### src/rtl/disp_fetch_if.sv
`default_nettype none
// +----------------------------------------------------------------------------+
// | disp_fetch_if : control, AXI4 read-channel and status bundle of the        |
// |                 display frame fetch engine                                  |
// | Revision      : 1.0                                                         |
// +----------------------------------------------------------------------------+
interface disp_fetch_if #(
   parameter int ADDR_W = 32
);
   logic              DISPON;
   logic              FSTART;
   logic [ADDR_W-1:0] DISPADDR;
   logic [15:0]       STRIDE;
   logic [9:0]        FIFO_LEVEL;
   logic [ADDR_W-1:0] ARADDR;
   logic [7:0]        ARLEN;
   logic              ARVALID;
   logic              ARREADY;
   logic              RVALID;
   logic              RLAST;
   logic [1:0]        RRESP;
   logic              RREADY;
   logic              BUSY;
   logic              DONE;
   logic              RD_ERR;

   modport master (
      input  DISPON, FSTART, DISPADDR, STRIDE, FIFO_LEVEL,
      input  ARREADY, RVALID, RLAST, RRESP,
      output ARADDR, ARLEN, ARVALID, RREADY, BUSY, DONE, RD_ERR
   );

   modport slave (
      output DISPON, FSTART, DISPADDR, STRIDE, FIFO_LEVEL,
      output ARREADY, RVALID, RLAST, RRESP,
      input  ARADDR, ARLEN, ARVALID, RREADY, BUSY, DONE, RD_ERR
   );
endinterface
`default_nettype wire

### src/rtl/disp_fetch_ctrl.sv
`default_nettype none
// +----------------------------------------------------------------------------+
// | disp_fetch_ctrl : AXI4 read-master frame fetch engine with FIFO-credit     |
// |                   throttling; optional RRESP checking via                  |
// |                   DISP_FETCH_RRESP_CHK_EN                                  |
// | Revision        : 1.0                                                      |
// +----------------------------------------------------------------------------+
module disp_fetch_ctrl #(
   parameter int ADDR_W     = 32,
   parameter int DATA_W     = 64,
   parameter int BURST_LEN  = 16,
   parameter int H_BURSTS   = 32,
   parameter int V_LINES    = 768,
   parameter int FIFO_DEPTH = 512,
   parameter int MAX_OUTST  = 4
) (
   input  logic       ACLK,
   input  logic       ARST,
   disp_fetch_if.master bus
);
   localparam int C_BURST_BYTES = BURST_LEN * DATA_W / 8;
   localparam int C_INF_W       = $clog2(MAX_OUTST * BURST_LEN + 1);
   localparam int C_OUT_W       = $clog2(MAX_OUTST + 1);
   localparam int C_BX_W        = (H_BURSTS > 1) ? $clog2(H_BURSTS) : 1;
   localparam int C_LY_W        = (V_LINES > 1) ? $clog2(V_LINES) : 1;

   localparam logic [C_BX_W-1:0] C_BX_LAST = C_BX_W'(H_BURSTS - 1);
   localparam logic [C_LY_W-1:0] C_LY_LAST = C_LY_W'(V_LINES - 1);

   localparam logic [1:0] C_S_IDLE  = 2'd0;
   localparam logic [1:0] C_S_ISSUE = 2'd1;
   localparam logic [1:0] C_S_DRAIN = 2'd2;

   logic [1:0]         r_state;
   logic               r_arvalid;
   logic [ADDR_W-1:0]  r_araddr;
   logic               r_rready;
   logic               r_busy;
   logic               r_done;
   logic               r_aborted;
   logic [C_INF_W-1:0] r_inflight;
   logic [C_OUT_W-1:0] r_outst;
   logic [C_BX_W-1:0]  r_bx;
   logic [C_LY_W-1:0]  r_ly;
   logic [ADDR_W-1:0]  r_line;
   logic [15:0]        r_pitch;

   logic               w_acc;
   logic               w_beat;
   logic               w_rlast;
   logic               w_bx_wrap;
   logic               w_last_burst;
   logic [C_INF_W-1:0] w_inflight_n;
   logic [C_OUT_W-1:0] w_outst_n;
   logic [C_BX_W-1:0]  w_bx_n;
   logic [C_LY_W-1:0]  w_ly_n;
   logic [ADDR_W-1:0]  w_line_n;
   logic [ADDR_W-1:0]  w_addr_n;
   logic [31:0]        w_need;
   logic               w_credit;
   logic               w_issue;
   logic               w_rd_err;

   assign w_acc        = r_arvalid & bus.ARREADY;
   // Beats of bursts issued before a reset arrive with zero counters and are dropped.
   assign w_beat       = bus.RVALID & r_rready & (r_inflight != '0);
   assign w_rlast      = bus.RVALID & r_rready & bus.RLAST & (r_outst != '0);
   assign w_bx_wrap    = (r_bx == C_BX_LAST);
   assign w_last_burst = w_bx_wrap & (r_ly == C_LY_LAST);

   always_comb begin
      w_inflight_n = r_inflight;
      w_outst_n    = r_outst;
      if (w_acc) begin
         w_inflight_n = w_inflight_n + C_INF_W'(BURST_LEN);
         w_outst_n    = w_outst_n + C_OUT_W'(1);
      end
      if (w_beat) begin
         w_inflight_n = w_inflight_n - C_INF_W'(1);
      end
      if (w_rlast) begin
         w_outst_n = w_outst_n - C_OUT_W'(1);
      end
   end

   // Burst pointer as it will stand after this cycle's handshake, so a
   // back-to-back request carries the following burst's address.
   always_comb begin
      w_bx_n   = r_bx;
      w_ly_n   = r_ly;
      w_line_n = r_line;
      if (w_acc) begin
         if (w_bx_wrap) begin
            w_bx_n   = '0;
            w_ly_n   = r_ly + C_LY_W'(1);
            w_line_n = r_line + ADDR_W'(r_pitch);
         end else begin
            w_bx_n = r_bx + C_BX_W'(1);
         end
      end
   end

   assign w_addr_n = w_line_n + ADDR_W'(32'(w_bx_n) * 32'(C_BURST_BYTES));
   assign w_need   = 32'(bus.FIFO_LEVEL) + 32'(w_inflight_n) + 32'(BURST_LEN);
   assign w_credit = (w_need <= 32'(FIFO_DEPTH)) && (32'(w_outst_n) < 32'(MAX_OUTST));
   assign w_issue  = (r_state == C_S_ISSUE) && bus.DISPON && (!r_arvalid || w_acc)
                     && !(w_acc && w_last_burst) && w_credit;

   always_ff @(posedge ACLK) begin
      if (ARST) begin
         r_state    <= C_S_IDLE;
         r_arvalid  <= 1'b0;
         r_araddr   <= '0;
         r_rready   <= 1'b0;
         r_busy     <= 1'b0;
         r_done     <= 1'b0;
         r_aborted  <= 1'b0;
         r_inflight <= '0;
         r_outst    <= '0;
         r_bx       <= '0;
         r_ly       <= '0;
         r_line     <= '0;
         r_pitch    <= '0;
      end else begin
         r_rready   <= 1'b1;
         r_done     <= 1'b0;
         r_inflight <= w_inflight_n;
         r_outst    <= w_outst_n;
         r_bx       <= w_bx_n;
         r_ly       <= w_ly_n;
         r_line     <= w_line_n;
         case (r_state)
            C_S_IDLE: begin
               if (bus.FSTART && bus.DISPON && !w_rd_err) begin
                  r_state   <= C_S_ISSUE;
                  r_line    <= bus.DISPADDR;
                  r_pitch   <= bus.STRIDE;
                  r_bx      <= '0;
                  r_ly      <= '0;
                  r_busy    <= 1'b1;
                  r_aborted <= 1'b0;
               end
            end
            C_S_ISSUE: begin
               if (w_issue) begin
                  r_arvalid <= 1'b1;
                  r_araddr  <= w_addr_n;
               end else if (w_acc) begin
                  r_arvalid <= 1'b0;
               end
               if (!bus.DISPON) begin
                  r_aborted <= 1'b1;
               end
               // A request already on the bus must complete before leaving ISSUE.
               if (w_acc && w_last_burst) begin
                  r_state <= C_S_DRAIN;
               end else if (!bus.DISPON && (!r_arvalid || w_acc)) begin
                  r_state <= C_S_DRAIN;
               end
            end
            C_S_DRAIN: begin
               if (r_outst == '0) begin
                  r_state <= C_S_IDLE;
                  r_busy  <= 1'b0;
                  r_done  <= !r_aborted;
               end
            end
            default: begin
               r_state <= C_S_IDLE;
            end
         endcase
      end
   end

`ifdef DISP_FETCH_RRESP_CHK_EN
   logic r_rd_err;
   always_ff @(posedge ACLK) begin
      if (ARST) begin
         r_rd_err <= 1'b0;
      end else if (bus.RVALID && (bus.RRESP != 2'b00)) begin
         r_rd_err <= 1'b1;
      end
   end
   assign w_rd_err = r_rd_err;
`else
   assign w_rd_err = 1'b0;
`endif

   assign bus.ARADDR  = r_araddr;
   assign bus.ARLEN   = 8'(BURST_LEN - 1);
   assign bus.ARVALID = r_arvalid;
   assign bus.RREADY  = r_rready;
   assign bus.BUSY    = r_busy;
   assign bus.DONE    = r_done;
   assign bus.RD_ERR  = w_rd_err;
endmodule
`default_nettype wire

### src/flat_wrapper.sv
// flat-port wrapper written by rule: the top's interface ports become plain ports
module disp_fetch_ctrl_flat 
#(
   parameter int ADDR_W     = 32,
   parameter int DATA_W     = 64,
   parameter int BURST_LEN  = 16,
   parameter int H_BURSTS   = 32,
   parameter int V_LINES    = 768,
   parameter int FIFO_DEPTH = 512,
   parameter int MAX_OUTST  = 4
)
  (ACLK, ARST, bus_DISPON, bus_FSTART, bus_DISPADDR, bus_STRIDE, bus_FIFO_LEVEL, bus_ARREADY, bus_RVALID, bus_RLAST, bus_RRESP, bus_ARADDR, bus_ARLEN, bus_ARVALID, bus_RREADY, bus_BUSY, bus_DONE, bus_RD_ERR);
  disp_fetch_if #(.ADDR_W(ADDR_W)) bus_i ();
  input  logic ACLK;
  input  logic ARST;
  input wire logic [$bits(bus_i.DISPON)-1:0] bus_DISPON;
  input wire logic [$bits(bus_i.FSTART)-1:0] bus_FSTART;
  input wire logic [$bits(bus_i.DISPADDR)-1:0] bus_DISPADDR;
  input wire logic [$bits(bus_i.STRIDE)-1:0] bus_STRIDE;
  input wire logic [$bits(bus_i.FIFO_LEVEL)-1:0] bus_FIFO_LEVEL;
  input wire logic [$bits(bus_i.ARREADY)-1:0] bus_ARREADY;
  input wire logic [$bits(bus_i.RVALID)-1:0] bus_RVALID;
  input wire logic [$bits(bus_i.RLAST)-1:0] bus_RLAST;
  input wire logic [$bits(bus_i.RRESP)-1:0] bus_RRESP;
  output wire logic [$bits(bus_i.ARADDR)-1:0] bus_ARADDR;
  output wire logic [$bits(bus_i.ARLEN)-1:0] bus_ARLEN;
  output wire logic [$bits(bus_i.ARVALID)-1:0] bus_ARVALID;
  output wire logic [$bits(bus_i.RREADY)-1:0] bus_RREADY;
  output wire logic [$bits(bus_i.BUSY)-1:0] bus_BUSY;
  output wire logic [$bits(bus_i.DONE)-1:0] bus_DONE;
  output wire logic [$bits(bus_i.RD_ERR)-1:0] bus_RD_ERR;
  assign bus_i.DISPON = bus_DISPON;
  assign bus_i.FSTART = bus_FSTART;
  assign bus_i.DISPADDR = bus_DISPADDR;
  assign bus_i.STRIDE = bus_STRIDE;
  assign bus_i.FIFO_LEVEL = bus_FIFO_LEVEL;
  assign bus_i.ARREADY = bus_ARREADY;
  assign bus_i.RVALID = bus_RVALID;
  assign bus_i.RLAST = bus_RLAST;
  assign bus_i.RRESP = bus_RRESP;
  assign bus_ARADDR = bus_i.ARADDR;
  assign bus_ARLEN = bus_i.ARLEN;
  assign bus_ARVALID = bus_i.ARVALID;
  assign bus_RREADY = bus_i.RREADY;
  assign bus_BUSY = bus_i.BUSY;
  assign bus_DONE = bus_i.DONE;
  assign bus_RD_ERR = bus_i.RD_ERR;
  disp_fetch_ctrl #(.ADDR_W(ADDR_W), .DATA_W(DATA_W), .BURST_LEN(BURST_LEN), .H_BURSTS(H_BURSTS), .V_LINES(V_LINES), .FIFO_DEPTH(FIFO_DEPTH), .MAX_OUTST(MAX_OUTST)) u_core (.ACLK(ACLK), .ARST(ARST), .bus(bus_i));
endmodule
### config.mk
export PLATFORM = sky130hd
export DESIGN_NAME = disp_fetch_ctrl_flat
export DESIGN_NICKNAME = d
export VERILOG_FILES = /design/src/rtl/disp_fetch_if.sv /design/src/rtl/disp_fetch_ctrl.sv /design/src/flat_wrapper.sv
export SDC_FILE = /design/constraint.sdc
export NUM_CORES = 1
export LEC_CHECK = 0
export CELL_PAD_IN_SITES_DETAIL_PLACEMENT = 0
export CELL_PAD_IN_SITES_GLOBAL_PLACEMENT = 2
export CORE_AREA = 8 8 179 181
export CTS_CLUSTER_DIAMETER = 200
export DETAILED_ROUTE_END_ITERATION = 10
export DIE_AREA = 0 0 187 189
export PLACE_DENSITY = 0.71
export SLEW_MARGIN = 10
export SYNTH_ARGS = -nofsm -noshare
export SYNTH_HDL_FRONTEND = slang
export SYNTH_SLANG_ARGS = --single-unit
### constraint.sdc
create_clock -name ACLK -period 5.9 [get_ports ACLK]
set_input_delay 0.885 -clock ACLK [delete_from_list [all_inputs] [get_ports ACLK]]
set_output_delay 0.885 -clock ACLK [all_outputs]
set_load 0.02 [all_outputs]
# [Yosys cells after proc, flatten, opt, wreduce, memory -nomap -nowiden]
# Cells that the tools add are included.
[word_totals] in_bits=67 elab_cells=98 regBits=112
[classes] n_bitwise=8 magnitude_cmp=2 n_mux=30 n_reduce_logical=27 addsub=10 eq_ne=8
[op_table] cell="$mux W32" count=4
[op_table] cell="$mux W10" count=4
[op_table] cell="$add A32 B12 Y32" count=1
[op_table] cell="$add A32 B16 Y32" count=1
[op_table] cell="$add A32 B5 Y32 const B" count=1
[op_table] cell="$le A32 B10 Y1 const B" count=1
[op_table] cell="$mux W5" count=4
[op_table] cell="$mux W7" count=2
[op_table] cell="$add A10 B7 Y11" count=1
[op_table] cell="$add A10 B1 Y10 const B" count=1
[op_table] cell="$eq A10 B10 Y1 const B" count=1
[op_table] cell="$reduce_and A3 Y1" count=3
[op_table] cell="$logic_and A1 B1 Y1" count=8
[op_table] cell="$mux W2" count=4
[op_table] cell="$add A7 B5 Y7 const B" count=1
[op_table] cell="$mux W1" count=7
[op_table] cell="$reduce_bool A7 Y1" count=1
[op_table] cell="$sub A7 B1 Y7 const B" count=1
[op_table] cell="$and A1 B1 Y1" count=6
[op_table] cell="$mux W3" count=2
[op_table] cell="$pmux W2 S3" count=1
[op_table] cell="$reduce_and A2 Y1" count=3
[op_table] cell="$reduce_bool A2 Y1" count=3
[op_table] cell="$add A5 B1 Y5 const B" count=1
[op_table] cell="17 further kinds" count=23

# [Longest topological paths before layout]
# Gate-level depths: netlist (run 1).
[depth] ltp_word=11 mapped_depth=22 depth_no_buf=20

# [Least setup slack after synthesis (run 1)]
# OpenSTA, ideal clock, no wires.
[synth_path] kind="reg-to-reg" start="reg u_core.r_bx[0]" end="reg u_core.r_araddr[31] (netlist: u_core.bus.ARADDR[31])" required_time_ps=5783 period_less_slack_ps=4697 path_stages_with_launch=23 path_buffers=5 t_arrival_ps=4579 setup_time_ps=117 setup_slack_ps=1203 cell_sequence="dfxtp_1 > ha_1 > and3_1 > ha_1 > nand3_1 > clkbuf_1 > clkbuf_1 > buf_1 > nand2_1 > o21ai_0 > ha_1 > fa_1 > a21oi_1 > nor2_1 > nor2_1 > inv_1 > a21oi_1 > or3_1 > clkbuf_1 > or4b_1 > buf_2 > or4_1 > a32o_1"
[synth_between] elab_chain_len=7 elab_cells_between_ends=13 cone_classes="add/sub: 2; eq/ne: 1; mux: 4; bitwise: 1; reduce/logical: 5"
[synth_rtl] item="from (decl)" line="disp_fetch_ctrl.sv:43" rtl="logic [C_BX_W-1:0] r_bx;"
[synth_rtl] item="from (signal assigned)" line="disp_fetch_ctrl.sv:129" rtl="r_bx <= w_bx_n;"
[synth_rtl] item="parallel branches: the longest is 7 deep, another holds $add A32 B12 Y32"
[synth_rtl] item="to (signal assigned)" line="disp_fetch_ctrl.sv:147" rtl="r_araddr <= w_addr_n;"
[synth_rtl] item="to (decl)" line="disp_fetch_ctrl.sv:36" rtl="logic [ADDR_W-1:0] r_araddr;"
# Several ways; the timed one is not identified.
# A chain may end at the register's enable or synchronous reset.

# [Final worst setup path (run 1)]
[layout_path] start="in bus_RVALID" end="reg u_core.r_araddr[0] (netlist: u_core.bus.ARADDR[0])"
[layout_between] elab_chain_len=9 elab_cells_between_ends=13 cone_classes="add/sub: 2; order compare: 2; mux: 2; bitwise: 4; reduce/logical: 3"
[layout_rtl] item="from (decl)" line="flat_wrapper.sv:22" rtl="input wire logic [$bits(bus_i.RVALID)-1:0] bus_RVALID;"
[layout_rtl] item="$and A1 B1 Y1 (2 in a row)" line="disp_fetch_ctrl.sv:66" rtl="assign w_beat = bus.RVALID & r_rready & (r_inflight != '0);"
[layout_rtl] item="$mux W7" line="disp_fetch_ctrl.sv:78" rtl="if (w_beat) begin"
[layout_rtl] item="via u_core.w_inflight_n[5]" line="disp_fetch_ctrl.sv:53" rtl="logic [C_INF_W-1:0] w_inflight_n;"
[layout_rtl] item="$add A10 B7 Y11" line="disp_fetch_ctrl.sv:104" rtl="assign w_need = 32'(bus.FIFO_LEVEL) + 32'(w_inflight_n) + 32'(BURST_LEN);"
[layout_rtl] item="$add A32 B5 Y32" line="disp_fetch_ctrl.sv:104"
[layout_rtl] item="$le A32 B10 Y1" line="disp_fetch_ctrl.sv:105" rtl="assign w_credit = (w_need <= 32'(FIFO_DEPTH)) && (32'(w_outst_n) < 32'(MAX_OUTST));"
[layout_rtl] item="$logic_and A1 B1 Y1" line="disp_fetch_ctrl.sv:105"
[layout_rtl] item="$logic_and A1 B1 Y1" line="disp_fetch_ctrl.sv:107" rtl="&& !(w_acc && w_last_burst) && w_credit;"
[layout_rtl] item="$reduce_and A2 Y1 (no line)"
# The timed path passes the listed nets, and every way through them passes these cells.

==> metrics.cfg, run 1 <==
[sta]
setup_repair_after_global_routing_missed_its_margin = false
tightestPinTransition_ns = 0.9424
timing.max_slew.rel_slack_pct = 35.55
period_needed_ns = 5.089
final-setup-viol-count = 0
timing.final.crit_share_pct = 86.26
setup_slack_ns = 0.8109
timing.clock.skew_ns = 0.01216
slew_violations = 0
fmax_ghz = 0.1965
fin_setup_tns_ns = 0
timing.final.hold_violations = 0

[routing]
route.detailed.drc = 0
vias = 6525
topRoutingLayerUsed = met4
detail_route.wirelength_microns = 22370
drt_first_iter_violations = 292
dr_wl_met2_microns = 10350
met3_wirelength_microns = 522
post_drt_via_cell_ratio = 4.766
antenna_violating_nets_post_route = 0
met1Wirelength_microns = 11230
detail_route.first_pass.iterations = 8
wl_per_cell_microns = 16.34

[placed_design]
numPortBuffers = 100
finalWeightedCongestion = 0.7730
dp_slack_ns = 0.4003
hpwl_after_dpl_microns = 17020
placed_area_sq_um = 8579

[power]
clockPowerShare_pct = 29.6
switching_share_pct = 34.93
net-switching-power_uw = 755.8
powerDensity_nw_per_um2 = 243.6
ir_worst_vdd_v = 0.0001213
power.leakage_uw = 0.003400
power_frac_seq_pct = 39.3
comb_power_share_pct = 31.1
power_uw = 2164
cell_internal_pwr_uw = 1408

[synthesis]
synth-edff-count = 0
total_of_warnings_raised_by_yosys = 0
synth_sequential_area_ratio_pct = 31.09
yosys.cell_types.count = 83
synth_top_cell_area_share_pct = 31.09
mean_instance_size_in_the_synthesized_netlist_sq_um = 8.013
synth-seq-cells = 112
synth_ff_type = sky130_fd_sc_hd__dfxtp_1
dominant_cell_by_count_in_the_synthesized_netlist = sky130_fd_sc_hd__dfxtp_1
mappedNetlistArea_sq_um = 7212
synthCells = 900
synth-async-reset-ratio_pct = 0
synth_largest_area_cell = sky130_fd_sc_hd__dfxtp_1
yosys-top-cells-area = sky130_fd_sc_hd__dfxtp_1, sky130_fd_sc_hd__ha_1, sky130_fd_sc_hd__nand2_1, sky130_fd_sc_hd__a21oi_1, sky130_fd_sc_hd__xnor2_1
synth.cells.most_frequent = sky130_fd_sc_hd__dfxtp_1, sky130_fd_sc_hd__nand2_1, sky130_fd_sc_hd__nor2_1

[die]
start_util_pct = 24.66
std_cell_rows = 63
die-area_sq_um = 35340
design.portCount = 112
die-width_microns = 187
placeableCoreArea_sq_um = 29240
fp.dieH_microns = 189

[clock_tree]
cts_sinks = 112
cts-root-to-sink-buffers = 2
cts_resized = 0
cts_root_buf = sky130_fd_sc_hd__clkbuf_16
tritoncts = done
clk_pin_slew_ns = 0.09
worst_skew_pair.late_latency_ns = 0.37
number_of_clock_buffers_inserted_by_tritoncts = 9
ctsHoldBuffers = 0
post-cts-setup-buffer-count = 0
cts-htree-levels = 3

[grt]
grt.total_usage_pct = 12.48
antenna_found_initial = 0
grt_first_pass_wirelength_microns = 35930
vias_in_the_first_global_route = 6488
gr-total-overflow = 0
grt_max_degree = 78

[setup_path]
worst_ep_required_time_ns = 6.13
r2r-start = u_core.r_pitch[0]$_SDFFE_PP0P_
slowest_delay_ns = 0.62
startpoint_type = input port
path_cells = clkdlybuf4s50_1 > and2_1 > o21ai_0 > or4_1 > nor2_1 > nand2_1 > xnor2_1 > mux2i_1 > ha_1 > or4b_2 > a41oi_1 > a21oi_1 > o21ai_4 > buf_4 > mux2i_1 > nor2_1
worstPathMaxFanout = 18
critPathSlowestCell = sky130_fd_sc_hd__or4b_2
crit_type = input port to flop
critPathLaunch = bus_RVALID
worst-endpoint-arrival_ns = 5.32
cp_endpoint_kind = flop

[status]
status = complete, no violations

[final_layout]
ant_diodes = 0
filler_cell_count = 3137
areaGrowthSynthToFinish_pct = 23.18
final_design_area_no_fill_sq_um = 8884
final_layout_size_suffix_gt1_share_pct = 6.231
fin_nets = 1082

[worst_hold_path]
holdCritPathClass = flop to flop
worst_hold_startpoint = u_core.bus.ARADDR[15]$_SDFFE_PP0P_

[job]
number_of_max_capacitance_violations_reported = 0

==> flip-flops by register name, indices dropped and copies added (netlist names) <==
signal	flops
u_core.bus.ARADDR	32
u_core.r_line	32
u_core.r_pitch	16
u_core.r_ly	10
u_core.r_inflight	7
u_core.r_bx	5
u_core.r_outst	3
u_core.r_state	2
u_core.bus.ARVALID	1
u_core.bus.BUSY	1
u_core.bus.DONE	1
u_core.bus.RREADY	1
u_core.r_aborted	1
==> metrics by stage <==
stage               utilization (%)  std cells  hold slack [ns]
detailed placement            29.34       1353           0.4486
global placement              29.34       1353           0.4416
finish                        30.38       1369           0.4555
CTS                           30.38       1369           0.4611
global route                  30.38       1369           0.4799
floorplan                         -        907           0.4313
==> path summary, 6_finish.rpt <==
check                                                           to  slack (ns)  cells past startpoint
worst max-delay path             u_core.bus.ARADDR[0]$_SDFFE_PP0P_        0.81                     16
worst min-delay path            u_core.bus.ARADDR[15]$_SDFFE_PP0P_        0.46                      2
worst max register to register  u_core.bus.ARADDR[31]$_SDFFE_PP0P_        0.89                     19
worst min register to register  u_core.bus.ARADDR[15]$_SDFFE_PP0P_        0.46                      2
==> logic make-up (layout without fill, tap and decap cells) <==
group,count (synthesis),after routing,share of synthesized area [%]
AOI/OAI and AO/OA,229,229,21.76
xor gates and xnor gates,59,59,7.269
adders and majority gates,41,41,7.425
buffers and inverters,86,158,5.239
DFF,112,112,31.09
muxes,18,18,2.533
other,2,9,0.1041
and+or+nand+nor,353,353,24.58
==> area by class of cell <==
class | count | area, sq um | share of cell area, %
inverter | 26 | 97.59 | 1.099
clock inverter | 7 | 78.83 | 0.8873
timing repair buffer | 116 | 1116 | 12.56
sequential | 112 | 2242 | 25.24
tap | 390 | 488.0 | 5.493
clock buffer | 9 | 225.2 | 2.535
multi-input combinational | 709 | 4636 | 52.18
==> power groups by stage <==
stage               logic [uW]  registers, uW  clock network (uW)
floorplan                  490            856                   0
global placement           674            868                   0
detailed placement         676            867                   0
CTS                        679            851                 661
global route               749            858                 696
finish                     673            850                 641
==> per-layer routing <==
layer  GRT usage [%]  up-vias
met4           3.054        0
met5               0        -
li1                -     3349
met3           1.748       16
met2           20.70       90
met1           16.86     3070
==> critical path, delay by kind of cell <==
| kind | cells | cell delay, ns |
|---|---|---|
| buf+inv | 2 | 0.80 |
| fa+ha+maj | 1 | 0.41 |
| xor+xnor | 1 | 0.14 |
| mux | 2 | 0.36 |
| simple gates | 6 | 1.63 |
| compound gates | 4 | 1.08 |
==> layout by cell type (no fill, tap or decap), drive strengths merged, types with 21 or more instances in the layout <==
master	Yosys	final
dfxtp	112	112
nand2	109	109
clkdlybuf4s50	0	99
nor2	81	81
a21oi	70	70
xnor2	38	38
ha	38	38
o21ai	35	35
a211oi	31	31
inv	25	30
nand3	24	24
xor2	21	21
nor3	21	21
Note: power is estimated with default switching activity, not from simulation.
==> run 2: changes to the inputs <==
CTS_CLUSTER_DIAMETER = 60   (was 200)
GPL_TIMING_DRIVEN = 0   (was not set)
PLACE_DENSITY = not set   (was 0.71)
PLACE_DENSITY_LB_ADDON = 0.3   (was not set)
==> run 2 against run 1 <==
Critical path depth is 1 higher; total power is 1.7% higher; sequential share of layout area is 0.47 points lower; setup slack worse by 0.43 ns; non-clock buffer count is 45 higher; sequential power is 0.8% lower; global-route usage is 1.5 points higher; clock power is 2% higher; register-to-register slack worse by 0.41 ns; critical path type unchanged; largest cell class unchanged.
==> metrics.cfg, run 2 (synthesis results as in run 1) <==
[placed_design]
placed_area_sq_um = 8740  ; was 8579 sq um
numPortBuffers = 100  ; unchanged
hpwl_after_dpl_microns = 20150  ; was 17,020 microns
finalWeightedCongestion = 0.8230  ; was 0.7730

[sta]
timing.final.hold_violations = 0  ; unchanged
timing.clock.skew_ns = 0.01298  ; was 0.01216 ns
hold_slack_ns = 0.4519  ; was 0.4555 ns
final-setup-viol-count = 0  ; unchanged
period_needed_ns = 5.524  ; was 5.089 ns
setup_repair_after_global_routing_missed_its_margin = false  ; unchanged
timing.max_slew.rel_slack_pct = 23.62  ; was 35.55%
timing.final.crit_share_pct = 93.62  ; was 86.26%
fmax_ghz = 0.1810  ; was 0.1965 GHz
slew_violations = 0  ; unchanged
fin_setup_tns_ns = 0  ; unchanged
tightestPinTransition_ns = 1.138  ; was 0.9424 ns

[routing]
detail_route.wirelength_microns = 25180  ; was 22,370 microns
vias = 6776  ; was 6,525
route.detailed.drc = 0  ; unchanged
detail_route.first_pass.iterations = 4  ; was 8
wl_per_cell_microns = 17.81  ; was 16.34 microns
drt_first_iter_violations = 277  ; was 292
antenna_violating_nets_post_route = 0  ; unchanged
post_drt_via_cell_ratio = 4.792  ; was 4.766

[setup_path]
critPathLaunch = bus_RVALID  ; unchanged
crit_type = input port to flop  ; unchanged
worstSetupEndpoint = u_core.bus.ARADDR[0]$_SDFFE_PP0P_  ; unchanged
worstPathMaxFanout = 10  ; was 18
reg2reg_capture_point = u_core.bus.ARADDR[31]$_SDFFE_PP0P_  ; unchanged
worst-endpoint-arrival_ns = 5.76  ; was 5.32 ns
startpoint_type = input port  ; unchanged
r2r-start = u_core.r_bx[0]$_SDFF_PP0_  ; was u_core.r_pitch[0]$_SDFFE_PP0P_
reg2regPathDepth = 21  ; was 19
worst_ep_required_time_ns = 6.14  ; was 6.13 ns
cp_endpoint_kind = flop  ; unchanged
setup.reg_to_reg.worst_slack_ns = 0.48  ; was 0.89 ns

[power]
power_uw = 2200  ; was 2164 uW
powerDensity_nw_per_um2 = 243.1  ; was 243.6 nW/um^2
cell_internal_pwr_uw = 1415  ; was 1408 uW
clockPowerShare_pct = 29.7  ; was 29.6%
comb_power_share_pct = 32.0  ; was 31.1%
switching_share_pct = 35.70  ; was 34.93%
power.leakage_uw = 0.003491  ; was 0.003400 uW
ir_worst_vdd_v = 0.0001227  ; was 0.0001213 V
power_frac_seq_pct = 38.3  ; was 39.3%
net-switching-power_uw = 785.5  ; was 755.8 uW

[final_layout]
leading_cell_type_in_the_layout_fill_and_taps_excluded = sky130_fd_sc_hd__dfxtp_1  ; unchanged
filler_cell_count = 3164  ; was 3,137
most-common-layout-cells = sky130_fd_sc_hd__dfxtp_1, sky130_fd_sc_hd__nand2_1, sky130_fd_sc_hd__clkdlybuf4s50_1  ; unchanged
areaGrowthSynthToFinish_pct = 25.52  ; was 23.18%
fin_nets = 1127  ; was 1,082
final_layout_size_suffix_gt1_share_pct = 6.836  ; was 6.231%
final_design_area_no_fill_sq_um = 9052  ; was 8884 sq um
ant_diodes = 0  ; unchanged

[grt]
grt.total_usage_pct = 14.02  ; was 12.48%
vias_in_the_first_global_route = 6891  ; was 6,488
grt_max_degree = 23  ; was 78
gr-total-overflow = 0  ; unchanged
antenna_found_initial = 0  ; unchanged
grt_first_pass_wirelength_microns = 39140  ; was 35,930 microns

[die]
std_cell_rows = 63  ; unchanged
start_util_pct = 24.66  ; unchanged
design.portCount = 112  ; unchanged
die-area_sq_um = 35340  ; unchanged
placeableCoreArea_sq_um = 29240  ; unchanged
die-width_microns = 187  ; unchanged
fp.dieH_microns = 189  ; unchanged

[clock_tree]
post-cts-setup-buffer-count = 0  ; unchanged
worst_skew_pair.late_latency_ns = 0.37  ; about the same
clk_pin_slew_ns = 0.09  ; about the same
cts_sinks = 112  ; unchanged
cts-root-to-sink-buffers = 2  ; unchanged
cts-htree-levels = 3  ; unchanged
cts_root_buf = sky130_fd_sc_hd__clkbuf_16  ; unchanged
tritoncts = done  ; unchanged
number_of_clock_buffers_inserted_by_tritoncts = 9  ; unchanged

[worst_hold_path]
holdCritPathClass = flop to flop  ; unchanged
min_path_cells = 2  ; unchanged

[status]
status = complete, no violations  ; unchanged

[job]
number_of_max_capacitance_violations_reported = 0  ; unchanged

## run 2: changes by cell type in the layout (fill, tap and decap cells not counted), moves of 3 or more
cell / delta
sky130_fd_sc_hd__clkbuf_1: +30
sky130_fd_sc_hd__buf_2: +12
sky130_fd_sc_hd__buf_4: -4
sky130_fd_sc_hd__buf_1: +3
sky130_fd_sc_hd__clkbuf_2: +3
## run 2: cell type report
type                    instances  area [sq um]  area share (%)
clock inverters                 7         81.33          0.8984
inverters                      26         97.59           1.078
well taps                     390         488.0           5.390
plain buffers                  60         286.5           3.165
repair buffers                101          1008           11.14
multi-input cells             709          4623           51.07
clock buffers                   9         225.2           2.488
flip-flops and latches        112          2242           24.77
## run 2: worst max-delay path, cell delays in order
cell and delay (ns):
sky130_fd_sc_hd__clkdlybuf4s50_1 0.45, sky130_fd_sc_hd__and2_1 0.20, sky130_fd_sc_hd__o21ai_0 0.27, sky130_fd_sc_hd__or4_1 0.53
sky130_fd_sc_hd__nor2_1 0.17, sky130_fd_sc_hd__nand2_1 0.09, sky130_fd_sc_hd__xnor2_1 0.16, sky130_fd_sc_hd__mux2i_1 0.17
sky130_fd_sc_hd__ha_1 0.42, sky130_fd_sc_hd__or4b_2 0.62, sky130_fd_sc_hd__a41oi_1 0.23, sky130_fd_sc_hd__a21oi_1 0.08
sky130_fd_sc_hd__o21ai_0 0.41, sky130_fd_sc_hd__clkbuf_1 0.39, sky130_fd_sc_hd__buf_2 0.41, sky130_fd_sc_hd__mux2i_1 0.23
sky130_fd_sc_hd__nor2_1 0.05
## run 2: worst min-delay path by stage
stage / end / slack [ns] / start
after floorplan: u_core.r_aborted$_SDFFE_PP0P_ / 0.43 / u_core.r_aborted$_SDFFE_PP0P_
after global placement: u_core.bus.ARADDR[15]$_SDFFE_PP0P_ / 0.44 / u_core.bus.ARADDR[15]$_SDFFE_PP0P_
after detailed placement: u_core.bus.ARADDR[15]$_SDFFE_PP0P_ / 0.45 / u_core.bus.ARADDR[15]$_SDFFE_PP0P_
after CTS: u_core.bus.ARADDR[16]$_SDFFE_PP0P_ / 0.46 / u_core.bus.ARADDR[16]$_SDFFE_PP0P_
after global routing: u_core.bus.ARADDR[16]$_SDFFE_PP0P_ / 0.47 / u_core.bus.ARADDR[16]$_SDFFE_PP0P_
final: u_core.bus.ARADDR[16]$_SDFFE_PP0P_ / 0.45 / u_core.bus.ARADDR[16]$_SDFFE_PP0P_
## run 2: power by group through the flow
stage / registers (uW) / logic (uW) / clock network (uW)
floorplan: 856 / 490 / 0
global placement: 860 / 704 / 0
detailed placement: 860 / 708 / 0
CTS: 843 / 712 / 679
global route: 849 / 779 / 708
finish: 843 / 703 / 654
## run 2: routing by layer
layer	wire (microns)	vias to the layer above	part of all wire [%]	GRT usage, %
met3	722	22	2.9	2.060
met5	0	-	0	0
met2	11710	109	46	23.88
met4	350	0	1.4	3.818
met1	12400	3193	49	18.24
li1	-	3452	-	-
## run 2: stage by stage
| stage | cells | setup WS (ns) | utilization, % |
|---|---|---|---|
| CTS | 1414 | 0.08953 | 30.94 |
| global route | 1414 | 0.06803 | 30.95 |
| floorplan | 907 | 1.203 | - |
| global placement | 1397 | -0.4349 | 29.84 |
| detailed placement | 1398 | -0.4316 | 29.88 |
| finish | 1414 | 0.3762 | 30.95 |
## run 2: timing repair
action,in CTS,in global routing
gates resized for setup,2,6
endpoints found under the setup margin,7,12
hold buffers,0,0
==> run 3: changes to the inputs <==
clock period = 7 ns   (was 5.9 ns; I/O delays follow)
==> run 3 against run 2 <==
Global-route usage stayed put; flip-flop and latch count stayed put; total power is 16% lower; setup slack better by 0.55 ns; largest cell class unchanged; utilization hardly changed; clock skew hardly changed.
==> metrics.cfg, run 3 (synthesis results as in run 1) <==
[status]
status = complete, no violations  ; unchanged

[final_layout]
leading_cell_type_in_the_layout_fill_and_taps_excluded = sky130_fd_sc_hd__dfxtp_1  ; unchanged
most-common-layout-cells = sky130_fd_sc_hd__dfxtp_1, sky130_fd_sc_hd__nand2_1, sky130_fd_sc_hd__clkdlybuf4s50_1  ; unchanged
areaGrowthSynthToFinish_pct = 25.43  ; was 25.52%
ant_diodes = 0  ; unchanged
final_layout_size_suffix_gt1_share_pct = 6.348  ; was 6.836%
fin_nets = 1127  ; unchanged
layout.cells.non_filler = 1414  ; unchanged
filler_cell_count = 3166  ; was 3,164
postLayoutCoreUtil_pct = 30.93  ; was 30.95%

[power]
powerDensity_nw_per_um2 = 205.1  ; was 243.1 nW/um^2
ir_worst_vdd_v = 0.0001035  ; was 0.0001227 V
power.leakage_uw = 0.003481  ; was 0.003491 uW

[grt]
vias_in_the_first_global_route = 6891  ; unchanged
grt_max_degree = 23  ; unchanged
grt.total_usage_pct = 14.02  ; unchanged
antenna_found_initial = 0  ; unchanged
grt_first_pass_wirelength_microns = 39140  ; unchanged
gr-total-overflow = 0  ; unchanged

[routing]
route.detailed.drc = 0  ; unchanged
met3_wirelength_microns = 726  ; was 722 microns
drt_first_iter_violations = 280  ; was 277
post_drt_via_cell_ratio = 4.800  ; was 4.792
detail_route.wirelength_microns = 25200  ; was 25,180 microns
dr_wl_met2_microns = 11720  ; was 11,710 microns
wl_per_cell_microns = 17.82  ; was 17.81 microns
met1Wirelength_microns = 12400  ; about the same
topRoutingLayerUsed = met4  ; unchanged
detail_route.first_pass.iterations = 5  ; was 4
antenna_violating_nets_post_route = 0  ; unchanged
vias = 6787  ; was 6,776

[setup_path]
r2r-start = u_core.r_bx[0]$_SDFF_PP0_  ; unchanged
cp_endpoint_kind = flop  ; unchanged
worstPathMaxFanout = 10  ; unchanged
cp.buffers_inverters = 7  ; was 3
setup.reg_to_reg.worst_slack_ns = 1.15  ; was 0.48 ns
reg2reg_capture_point = u_core.bus.ARADDR[31]$_SDFFE_PP0P_  ; unchanged
path_cells = clkdlybuf4s50_1 > nand3_1 > clkbuf_1 > clkbuf_1 > buf_1 > nand2_1 > o21ai_0 > ha_1 > fa_1 > a21oi_1 > nor2_1 > nor2_1 > inv_1 > a21oi_1 > or3_1 > clkbuf_1 > or4b_1 > buf_2 > or4_1 > a32o_1  ; was clkdlybuf4s50_1 > and2_1 > o21ai_0 > or4_1 > nor2_1 > nand2_1 > xnor2_1 > mux2i_1 > ha_1 > or4b_2 > a41oi_1 > a21oi_1 > o21ai_0 > clkbuf_1 > buf_2 > mux2i_1 > nor2_1
crit_type = input port to flop  ; unchanged
worstSetupEndpoint = u_core.bus.ARADDR[31]$_SDFFE_PP0P_  ; was u_core.bus.ARADDR[0]$_SDFFE_PP0P_
worst-endpoint-arrival_ns = 6.33  ; was 5.76 ns
crit_top_cell = sky130_fd_sc_hd__clkbuf_1
critPathSlowestCell = sky130_fd_sc_hd__clkdlybuf4s50_1  ; was sky130_fd_sc_hd__or4b_2
timing.critical_path.max_delay_family = buffers and inverters  ; was simple AND/OR/NAND/NOR gates
worst_ep_required_time_ns = 7.26  ; was 6.14 ns
slowest_delay_ns = 0.55  ; was 0.62 ns
critPathLaunch = bus_ARREADY  ; was bus_RVALID
worst-path-stages = 20  ; was 17
reg2regPathDepth = 22  ; was 21
startpoint_type = input port  ; unchanged

[placed_design]
hpwl_after_dpl_microns = 20150  ; unchanged
finalWeightedCongestion = 0.8230  ; unchanged
numPlacedInstances = 1398  ; unchanged
numPortBuffers = 100  ; unchanged

[clock_tree]
tritoncts = done  ; unchanged
clk_pin_slew_ns = 0.09  ; about the same
cts_root_buf = sky130_fd_sc_hd__clkbuf_16  ; unchanged
number_of_clock_buffers_inserted_by_tritoncts = 9  ; unchanged
cts_resized = 0  ; was 2
cts_sinks = 112  ; unchanged
cts-htree-levels = 3  ; unchanged
worst_skew_pair.late_latency_ns = 0.37  ; about the same
ctsHoldBuffers = 0  ; unchanged
cts-root-to-sink-buffers = 2  ; unchanged
post-cts-setup-buffer-count = 0  ; unchanged

[die]
die-width_microns = 187  ; unchanged
start_util_pct = 24.66  ; unchanged
die-area_sq_um = 35340  ; unchanged
design.portCount = 112  ; unchanged
std_cell_rows = 63  ; unchanged
placeableCoreArea_sq_um = 29240  ; unchanged
fp.dieH_microns = 189  ; unchanged

[sta]
tightestPinTransition_ns = 1.137  ; was 1.138 ns
timing.final.hold_violations = 0  ; unchanged
final-setup-viol-count = 0  ; unchanged
fmax_ghz = 0.1647
fin_setup_tns_ns = 0  ; unchanged
setup_repair_after_global_routing_missed_its_margin = false  ; unchanged
period_needed_ns = 6.072
timing.final.crit_share_pct = 86.74
slew_violations = 0  ; unchanged
timing.max_slew.rel_slack_pct = 23.66  ; was 23.62%
timing.clock.skew_ns = 0.01303  ; was 0.01298 ns

[worst_hold_path]
holdCritPathClass = flop to flop  ; unchanged

[job]
number_of_max_capacitance_violations_reported = 0  ; unchanged

==> run 3: cell counts in the layout (fill, tap and decap cells not counted) <==
No cell type changed its count.
==> run 3: how the worst min path moves through the flow <==
stage                                             from  slack (ns)                                  to  cells after the start
floorplan                u_core.r_aborted$_SDFFE_PP0P_        0.43       u_core.r_aborted$_SDFFE_PP0P_                      2
finish              u_core.bus.ARADDR[16]$_SDFFE_PP0P_        0.45  u_core.bus.ARADDR[16]$_SDFFE_PP0P_                      2
global placement    u_core.bus.ARADDR[15]$_SDFFE_PP0P_        0.44  u_core.bus.ARADDR[15]$_SDFFE_PP0P_                      2
CTS                 u_core.bus.ARADDR[16]$_SDFFE_PP0P_        0.46  u_core.bus.ARADDR[16]$_SDFFE_PP0P_                      2
global route        u_core.bus.ARADDR[16]$_SDFFE_PP0P_        0.47  u_core.bus.ARADDR[16]$_SDFFE_PP0P_                      2
detailed placement  u_core.bus.ARADDR[15]$_SDFFE_PP0P_        0.45  u_core.bus.ARADDR[15]$_SDFFE_PP0P_                      2
==> run 3: cell type report <==
cell class,instances,area (sq um),area share (%)
multi-input combinational,709,4623,51.11
buffer,60,280.3,3.098
inverter,26,97.59,1.079
clock inverter,7,81.33,0.8990
tap,390,488.0,5.394
timing repair buffer,101,1008,11.15
sequential,112,2242,24.79
clock buffer,9,225.2,2.490
==> run 3: per-layer routing <==
| layer | up-vias | track usage, % |
|---|---|---|
| li1 | 3454 | - |
| met1 | 3200 | 18.24 |
| met2 | 111 | 23.88 |
| met3 | 22 | 2.060 |
| met4 | 0 | 3.818 |
| met5 | - | 0 |
==> run 3: power by group <==
group	internal, uW	leakage (uW)	switching [uW]
logic	256	0.00242	337
clock network	259	0.000150	293
registers	678	0.000912	32.8
total	1190	0.00348	663
==> run 3: worst register-to-register path, stage by stage, from the launching register on <==
cell,delay (ns)
sky130_fd_sc_hd__dfxtp_1,0.36
sky130_fd_sc_hd__ha_1,0.22
sky130_fd_sc_hd__and3_1,0.19
sky130_fd_sc_hd__ha_1,0.28
sky130_fd_sc_hd__nand3_1,0.21
sky130_fd_sc_hd__clkbuf_1,0.44
sky130_fd_sc_hd__clkbuf_1,0.44
sky130_fd_sc_hd__buf_1,0.45
sky130_fd_sc_hd__nand2_1,0.10
sky130_fd_sc_hd__o21ai_0,0.19
sky130_fd_sc_hd__ha_1,0.27
sky130_fd_sc_hd__fa_1,0.22
sky130_fd_sc_hd__a21oi_1,0.09
sky130_fd_sc_hd__nor2_1,0.10
sky130_fd_sc_hd__nor2_1,0.07
sky130_fd_sc_hd__inv_1,0.05
sky130_fd_sc_hd__a21oi_1,0.07
sky130_fd_sc_hd__or3_1,0.34
sky130_fd_sc_hd__clkbuf_1,0.21
sky130_fd_sc_hd__or4b_1,0.54
sky130_fd_sc_hd__buf_2,0.19
sky130_fd_sc_hd__or4_1,0.48
sky130_fd_sc_hd__a32o_1,0.25
==> run 3: metrics by stage <==
stage | total power (uW) | area [sq um] | setup WS (ns) | hold slack, ns
2_1_floorplan | 1134 | 7238 | 2.198 | 0.4313
3_5_place_dp | 1322 | 8740 | 0.5034 | 0.4458
6_report | 1855 | 9046 | 0.9279 | 0.4519
3_3_place_gp | 1319 | 8727 | 0.5001 | 0.4411
5_1_grt | 1969 | 9046 | 0.5428 | 0.4736
4_1_cts | 1883 | 9046 | 0.8715 | 0.4570
